[src/rtl/wb_regfile_pkg.sv]
// rtl/wb_regfile_pkg.sv - shared widths, source encodings and lane merge helper
package wb_regfile_pkg;
    localparam int NUM_REGS   = 16;
    localparam int DATA_W     = 32;
    localparam int LANE_W     = 8;
    localparam int REG_IDX_W  = 4;
    localparam int LANES      = DATA_W / LANE_W;
    localparam int LANE_IDX_W = $clog2(LANES);

    typedef enum logic {
        SRC_ALU = 1'b0,
        SRC_MEM = 1'b1
    } src_sel_e;

    function automatic logic [DATA_W-1:0] merge_lane(
        input logic [DATA_W-1:0]     word,
        input logic [LANE_W-1:0]     lane_data,
        input logic [LANE_IDX_W-1:0] lane
    );
        logic [DATA_W-1:0] res;
        res = word;
        for (int i = 0; i < LANES; i++) begin
            if (lane == LANE_IDX_W'(i)) res[i*LANE_W +: LANE_W] = lane_data;
        end
        return res;
    endfunction
endpackage

[src/rtl/wb_regfile_if.sv]
// rtl/wb_regfile_if.sv - MEM/WB writeback inputs and decode-side read ports
interface wb_regfile_if;
    import wb_regfile_pkg::*;

    logic [DATA_W-1:0]     Do;
    logic [LANE_W-1:0]     Dob;
    logic [DATA_W-1:0]     ALU_Result;
    logic [REG_IDX_W-1:0]  Rg;
    logic                  WE_C;
    logic                  WE_V;
    logic                  SEL_C;
    logic                  SEL_DAT;
    logic                  PROHIB_WB;
    logic [REG_IDX_W-1:0]  rs_a;
    logic [REG_IDX_W-1:0]  rs_b;
    logic [REG_IDX_W-1:0]  rv_a;
    logic [REG_IDX_W-1:0]  rv_b;
    logic [DATA_W-1:0]     rd_sa;
    logic [DATA_W-1:0]     rd_sb;
    logic [DATA_W-1:0]     rd_va;
    logic [DATA_W-1:0]     rd_vb;
    logic                  wb_commit;
    logic [LANE_IDX_W-1:0] lane_ptr_dbg;

    modport master (
        output Do, Dob, ALU_Result, Rg, WE_C, WE_V, SEL_C, SEL_DAT, PROHIB_WB,
               rs_a, rs_b, rv_a, rv_b,
        input  rd_sa, rd_sb, rd_va, rd_vb, wb_commit, lane_ptr_dbg
    );

    modport slave (
        input  Do, Dob, ALU_Result, Rg, WE_C, WE_V, SEL_C, SEL_DAT, PROHIB_WB,
               rs_a, rs_b, rv_a, rv_b,
        output rd_sa, rd_sb, rd_va, rd_vb, wb_commit, lane_ptr_dbg
    );
endinterface

[src/rtl/wb_regfile_vec_lane_packer.sv]
// rtl/wb_regfile_vec_lane_packer.sv - per-register lane pointers and byte merge for vector writes
module vec_lane_packer
    import wb_regfile_pkg::*;
(
    input  logic                  clk,
    input  logic                  rst,
    input  logic [REG_IDX_W-1:0]  rg,
    input  logic                  wev,
    input  src_sel_e              src,
    input  logic [DATA_W-1:0]     cur_word,
    input  logic [LANE_W-1:0]     lane_data,
    input  logic [DATA_W-1:0]     word_data,
    output logic [DATA_W-1:0]     new_word,
    output logic [LANE_IDX_W-1:0] ptr
);
    logic [LANE_IDX_W-1:0] ptr_q [NUM_REGS];
    logic [LANE_IDX_W-1:0] ptr_next;

    assign ptr = ptr_q[rg];

    // A full-word write realigns packing to lane 0; the 2-bit increment wraps 3 -> 0.
    always_comb begin
        new_word = word_data;
        ptr_next = '0;
        if (src == SRC_MEM) begin
            new_word = merge_lane(cur_word, lane_data, ptr);
            ptr_next = ptr + 1'b1;
        end
    end

    always_ff @(posedge clk) begin
        if (rst) begin
            for (int i = 0; i < NUM_REGS; i++) ptr_q[i] <= '0;
        end else if (wev) begin
            ptr_q[rg] <= ptr_next;
        end
    end
endmodule

[src/rtl/wb_regfile.sv]
// rtl/wb_regfile.sv - writeback stage: scalar/vector register files with bypassed reads
module wb_regfile
    import wb_regfile_pkg::*;
(
    input  logic         clk,
    input  logic         rst,
    wb_regfile_if.slave  bus
);
    logic              wec;
    logic              wev;
    src_sel_e          src;
    logic [DATA_W-1:0] s_val;
    logic [DATA_W-1:0] v_new;
    logic [DATA_W-1:0] s_q [NUM_REGS];
    logic [DATA_W-1:0] v_q [NUM_REGS];
    logic              commit_q;

    assign src = src_sel_e'(bus.SEL_DAT);
    assign wec = bus.WE_C & ~bus.PROHIB_WB;
    assign wev = bus.WE_V & ~bus.PROHIB_WB;

    always_comb begin
        s_val = bus.ALU_Result;
        if (src == SRC_MEM) begin
            s_val = bus.SEL_C ? {{(DATA_W-LANE_W){1'b0}}, bus.Dob} : bus.Do;
        end
    end

    vec_lane_packer u_packer (
        .clk       (clk),
        .rst       (rst),
        .rg        (bus.Rg),
        .wev       (wev),
        .src       (src),
        .cur_word  (v_q[bus.Rg]),
        .lane_data (bus.Dob),
        .word_data (bus.ALU_Result),
        .new_word  (v_new),
        .ptr       (bus.lane_ptr_dbg)
    );

    // Bypass hands decode the post-write value; index 0 stays zero regardless.
    always_comb begin
        bus.rd_sa = s_q[bus.rs_a];
        if (wec && bus.rs_a == bus.Rg) bus.rd_sa = s_val;
        if (bus.rs_a == '0) bus.rd_sa = '0;
        bus.rd_sb = s_q[bus.rs_b];
        if (wec && bus.rs_b == bus.Rg) bus.rd_sb = s_val;
        if (bus.rs_b == '0) bus.rd_sb = '0;
        bus.rd_va = v_q[bus.rv_a];
        if (wev && bus.rv_a == bus.Rg) bus.rd_va = v_new;
        bus.rd_vb = v_q[bus.rv_b];
        if (wev && bus.rv_b == bus.Rg) bus.rd_vb = v_new;
    end

    always_ff @(posedge clk) begin
        if (rst) begin
            for (int i = 0; i < NUM_REGS; i++) begin
                s_q[i] <= '0;
                v_q[i] <= '0;
            end
            commit_q <= 1'b0;
        end else begin
            if (wec && bus.Rg != '0) s_q[bus.Rg] <= s_val;
            if (wev) v_q[bus.Rg] <= v_new;
            commit_q <= wec | wev;
        end
    end

    assign bus.wb_commit = commit_q;
endmodule

[src/flat_wrapper.sv]
// flat-port wrapper written by rule: the top's interface ports become plain ports
module wb_regfile_flat import wb_regfile_pkg::*;
  (clk, rst, bus_Do, bus_Dob, bus_ALU_Result, bus_Rg, bus_WE_C, bus_WE_V, bus_SEL_C, bus_SEL_DAT, bus_PROHIB_WB, bus_rs_a, bus_rs_b, bus_rv_a, bus_rv_b, bus_rd_sa, bus_rd_sb, bus_rd_va, bus_rd_vb, bus_wb_commit, bus_lane_ptr_dbg);
  wb_regfile_if bus_i ();
  input  logic clk;
  input  logic rst;
  input wire logic [$bits(bus_i.Do)-1:0] bus_Do;
  input wire logic [$bits(bus_i.Dob)-1:0] bus_Dob;
  input wire logic [$bits(bus_i.ALU_Result)-1:0] bus_ALU_Result;
  input wire logic [$bits(bus_i.Rg)-1:0] bus_Rg;
  input wire logic [$bits(bus_i.WE_C)-1:0] bus_WE_C;
  input wire logic [$bits(bus_i.WE_V)-1:0] bus_WE_V;
  input wire logic [$bits(bus_i.SEL_C)-1:0] bus_SEL_C;
  input wire logic [$bits(bus_i.SEL_DAT)-1:0] bus_SEL_DAT;
  input wire logic [$bits(bus_i.PROHIB_WB)-1:0] bus_PROHIB_WB;
  input wire logic [$bits(bus_i.rs_a)-1:0] bus_rs_a;
  input wire logic [$bits(bus_i.rs_b)-1:0] bus_rs_b;
  input wire logic [$bits(bus_i.rv_a)-1:0] bus_rv_a;
  input wire logic [$bits(bus_i.rv_b)-1:0] bus_rv_b;
  output wire logic [$bits(bus_i.rd_sa)-1:0] bus_rd_sa;
  output wire logic [$bits(bus_i.rd_sb)-1:0] bus_rd_sb;
  output wire logic [$bits(bus_i.rd_va)-1:0] bus_rd_va;
  output wire logic [$bits(bus_i.rd_vb)-1:0] bus_rd_vb;
  output wire logic [$bits(bus_i.wb_commit)-1:0] bus_wb_commit;
  output wire logic [$bits(bus_i.lane_ptr_dbg)-1:0] bus_lane_ptr_dbg;
  assign bus_i.Do = bus_Do;
  assign bus_i.Dob = bus_Dob;
  assign bus_i.ALU_Result = bus_ALU_Result;
  assign bus_i.Rg = bus_Rg;
  assign bus_i.WE_C = bus_WE_C;
  assign bus_i.WE_V = bus_WE_V;
  assign bus_i.SEL_C = bus_SEL_C;
  assign bus_i.SEL_DAT = bus_SEL_DAT;
  assign bus_i.PROHIB_WB = bus_PROHIB_WB;
  assign bus_i.rs_a = bus_rs_a;
  assign bus_i.rs_b = bus_rs_b;
  assign bus_i.rv_a = bus_rv_a;
  assign bus_i.rv_b = bus_rv_b;
  assign bus_rd_sa = bus_i.rd_sa;
  assign bus_rd_sb = bus_i.rd_sb;
  assign bus_rd_va = bus_i.rd_va;
  assign bus_rd_vb = bus_i.rd_vb;
  assign bus_wb_commit = bus_i.wb_commit;
  assign bus_lane_ptr_dbg = bus_i.lane_ptr_dbg;
  wb_regfile u_core (.clk(clk), .rst(rst), .bus(bus_i));
endmodule
[config.mk]
export PLATFORM = sky130hd
export DESIGN_NAME = wb_regfile_flat
export DESIGN_NICKNAME = d
export VERILOG_FILES = /design/src/rtl/wb_regfile_pkg.sv /design/src/rtl/wb_regfile_if.sv /design/src/rtl/wb_regfile_vec_lane_packer.sv /design/src/rtl/wb_regfile.sv /design/src/flat_wrapper.sv
export SDC_FILE = /design/constraint.sdc
export NUM_CORES = 2
export LEC_CHECK = 0
export BUFFER_PORTS_ARGS = -buffer_cell sky130_fd_sc_hd__buf_2
export CAP_MARGIN = 20
export CORE_MARGIN = 1
export CORE_UTILIZATION = 60
export CTS_CLUSTER_DIAMETER = 50
export DETAILED_ROUTE_END_ITERATION = 8
export HOLD_SLACK_MARGIN = 0.05
export PLACE_DENSITY = 0.78
export SYNTH_ARGS = -nofsm -noshare
export SYNTH_HDL_FRONTEND = slang
export SYNTH_SLANG_ARGS = --single-unit
[constraint.sdc]
create_clock -name clk -period 9.6 [get_ports clk]
set_input_delay 2.88 -clock clk [delete_from_list [all_inputs] [get_ports clk]]
set_output_delay 2.88 -clock clk [all_outputs]
set_load 0.005 [all_outputs]
==> run summary <==
## Worst setup path
* o21ai_0 — most repeated library cell on the critical path
* output pin — CP endpoint kind
* mux4_2 — CP max-delay cell
* buf_2 > mux4_2 > mux2_2 > o21ai_0 > inv_1 > ha_1 > inv_1 > o21ai_0 > o31a_1 > o21ai_0 > buf_2 — ordered cell list for the critical path
* input pin to output pin — startpoint-to-endpoint class of the critical path
* 6.72 ns — data required time of the worst path
* 5.72 ns — internal reg-to-reg setup slack
* input pin — crit path launch type
* 17 — top fanout value on the critical path
* 6.55 ns — Arr. time, crit path
* 0.55 ns — delay of the slowest cell on the worst path

## Clock network
* 1057 — clock net sink count
* clkbuf_16 — clock root buffer master
* 3 — Max H-tree Level
* 0 — count of hold-fix buffers inserted at cts
* 3 — clk buf depth
* 0.06 ns — clock edge transition at the registers on the reported setup and hold paths
* done — TritonCTS clock tree
* 0 — Post-CTS Resized
* 0.75 ns — worst skew pair latency
* 114 — number of buffers inserted during clock tree synthesis
* 0 — total setup buffers inserted after CTS

## STA
* 0 ns — setup_tns
* 0 — Pins Over Slew Limit
* 6.465% — normalized max-slew margin
* 98.24% — final clock period utilization by the worst path
* 1.400 ns — transition time at the pin with the least slew margin
* 0 — Hold Violations, Final
* 106.0 MHz — maximum achievable frequency
* 0 — setup-violating endpoint count in the final report
* false — RSZ-0062 raised after global routing
* 0.03548 ns — maximum clock skew at final layout
* 9.431 ns — Tmin final

## Drt
* 217100 um — total detailed-routing wirelength
* 0 — DRC Markers
* 7.798 — detailed-route vias per instance
* 36.44 um — wire length per cell after detailed routing
* 0 — antenna viol nets, final
* 8 — number of iterations in the first detailed-routing pass
* 9386 — starting DRC count in detailed routing
* 46.46k — DR vias

## Pwr
* 46.6% — sequential share of power
* 176.9 nW/um2 — P per Cell Area
* 26.97% — switching share of total power
* 15.4% — fraction of power consumed by combinational cells
* 0.1812 mV — worst supply voltage drop on vdd
* 23.81 nW — Static Leakage
* 8.512 mW — cell internal power dissipation
* 3.144 mW — reported net switching power
* 38.0% — proportion of power drawn by the clock network

## Global route
* 45.41k — via count of the first global-routing pass
* 43.14% — global-route total usage across every layer
* 21 — initial antenna violation count
* 0 — global route total overflow
* 131 — maximum number of pins on one net before global-route repair
* 305100 um — first-pass GRT wire length

## Floorplanning
* 115 — Std-Cell Rows
* 60.53% — effective utilization at floorplan
* 316.9 um — Die W
* 316.9 um — die extent in y
* 98280 um2 — standard cell core area
* 100400 um2 — full die area
* 230 — Boundary Pins

## Final layout
* 10.79% — layout overhead on the synthesized area
* 67.06% — final cell utilization of the core
* 27.59% — share of cells above drive strength 1
* 4666 — # nets final

## Synth
* 59480 um2 — mapped cell area
* 0% — Async SR Flop Fraction
* 53.34% — share of synthesized area occupied by flip-flops and latches
* 1057 — register bit total from synthesis
* 0 — Yosys warnings
* 13.35 um2 — synthesized area per cell
* 4456 — number of instances in the synthesized netlist
* edfxtp_1 — Post-synth top flop
* 1056 — number of enable flip-flop cells after synthesis
* 63 — synth unique cells

## Placement
* 229 — # port buffers
* 0.9355 — Final GP Congestion
* 125400 um — detailed placer's ending HPWL

## Min path
* flop to flop — classification of the worst-slack hold path

## Run status
* finished clean — outcome

## Run
* 0 — Max Cap Violations

[state kept, by name, indices dropped and copies added (netlist names)]
register and count:
u_core.bus.wb_commit 1, u_core.s_q 512, u_core.u_packer.ptr_q 32, u_core.v_q 512
[kinds of logic after synthesis]
group | count (synthesis) | synth area share (%)
and+or+nand+nor | 1475 | 10.04
DFF | 1057 | 53.34
other | 1 | 0.006304
xor gates and xnor gates | 15 | 0.2209
adders and majority gates | 4 | 0.08414
muxes | 817 | 25.41
AOI/OAI and AO/OA | 598 | 6.962
buffers and inverters | 489 | 3.938
[through the flow]
step                      cells  hold WS [ns]  setup WS [ns]  cell area, um2  total power, mW
after floorplan            4487        0.8293         0.8788           59600            6.577
after global placement     5733        0.8901         0.4567           62140            7.170
final                      5958        0.9451         0.1690           65900            11.66
after CTS                  5944        0.9404         0.3216           65860            11.53
after global routing       5946        0.9815         0.1217           65870            11.85
after detailed placement   5733        0.9194         0.3251           62140            7.218
[routing by layer]
metal	global-route usage (%)	wire, um
met1	52.07	63310
met2	61.03	91250
met3	20.02	42640
met4	31.26	19710
met5	0	180
[worst max-delay path, delay by kind of cell]
family                     cells  cell delay, ns
muxes                          2            0.83
buffers and inverters          4            1.09
adders and majority gates      1            0.51
AOI/OAI and AO/OA              4            1.21
[cell type report]
| cell class | instances | area (um2) |
|---|---|---|
| clock buffer | 135 | 2953 |
| multi-input combinational | 2941 | 25770 |
| inverter | 11 | 41.29 |
| timing repair buffer | 438 | 3002 |
| antenna | 13 | 32.53 |
| sequential | 1057 | 31730 |
| clock inverter | 76 | 768.2 |
| tap | 1287 | 1610 |
| fill | 6572 | 32370 |
[path summary, 6_finish.rpt]
kind                               startpoint                 end  depth (start not counted)
hold / removal              u_core.v_q[5][23]  u_core.v_q[10][23]                          4
setup / recovery                    bus_Rg[0]       bus_rd_vb[24]                         11
hold reg to reg             u_core.v_q[5][23]  u_core.v_q[10][23]                          4
setup reg to reg  u_core.u_packer.ptr_q[1][0]  u_core.v_q[15][24]                         10
[power by group through the flow]
| stage | clock [mW] | sequential, mW | combinational, mW |
|---|---|---|---|
| 2_1_floorplan | 0 | 5.46 | 1.12 |
| 4_1_cts | 4.40 | 5.42 | 1.72 |
| 6_report | 4.43 | 5.43 | 1.80 |
| 5_1_grt | 4.57 | 5.44 | 1.84 |
| 3_5_place_dp | 0 | 5.51 | 1.71 |
| 3_3_place_gp | 0 | 5.48 | 1.69 |
[cell usage after synthesis, types with 10 or more instances]
cell	n	area, um2
a211oi_1	29	217.7
a21boi_0	10	75.07
a21oi_1	68	340.3
a221oi_1	10	87.58
a22o_1	13	113.9
a22oi_1	220	1652
a31oi_1	10	62.56
and3_1	24	150.1
buf_1	25	93.84
buf_2	123	615.6
buf_4	25	187.7
buf_6	34	382.9
clkbuf_1	270	1013
edfxtp_1	1056	31710
inv_1	11	41.29
mux2_2	40	450.4
mux2i_1	225	2252
mux4_2	550	12390
nand2_1	202	758.2
nand2b_1	40	250.2
nand3b_1	11	82.58
nor2_1	1102	4136
nor2b_1	36	225.2
nor3_1	12	60.06
o211ai_1	14	105.1
o21ai_0	103	515.5
o22ai_1	55	344.1
o311ai_0	12	105.1
o31a_1	11	96.34
or3_1	16	100.1
[layout by cell type, fill, tap and decap left out, types with 14 or more instances in the layout]
cell       instances
mux4_2           550
edfxtp_1        1056
conb_1            32
o21ai_0          103
nand2_1          184
clkinv_1          21
nand2_2           18
or3_1             16
buf_12            16
o22ai_1           55
nor2b_1           27
a211oi_1          29
nand2b_2          31
mux2i_1          225
buf_4            195
o211ai_1          14
a22oi_1          220
clkbuf_1          20
buf_2            217
and3_1            24
nor2_1          1098
clkbuf_16        115
a21oi_1           66
mux2_2            40
clkinv_2          19
No activity file was read; power rests on OpenSTA's default activity.
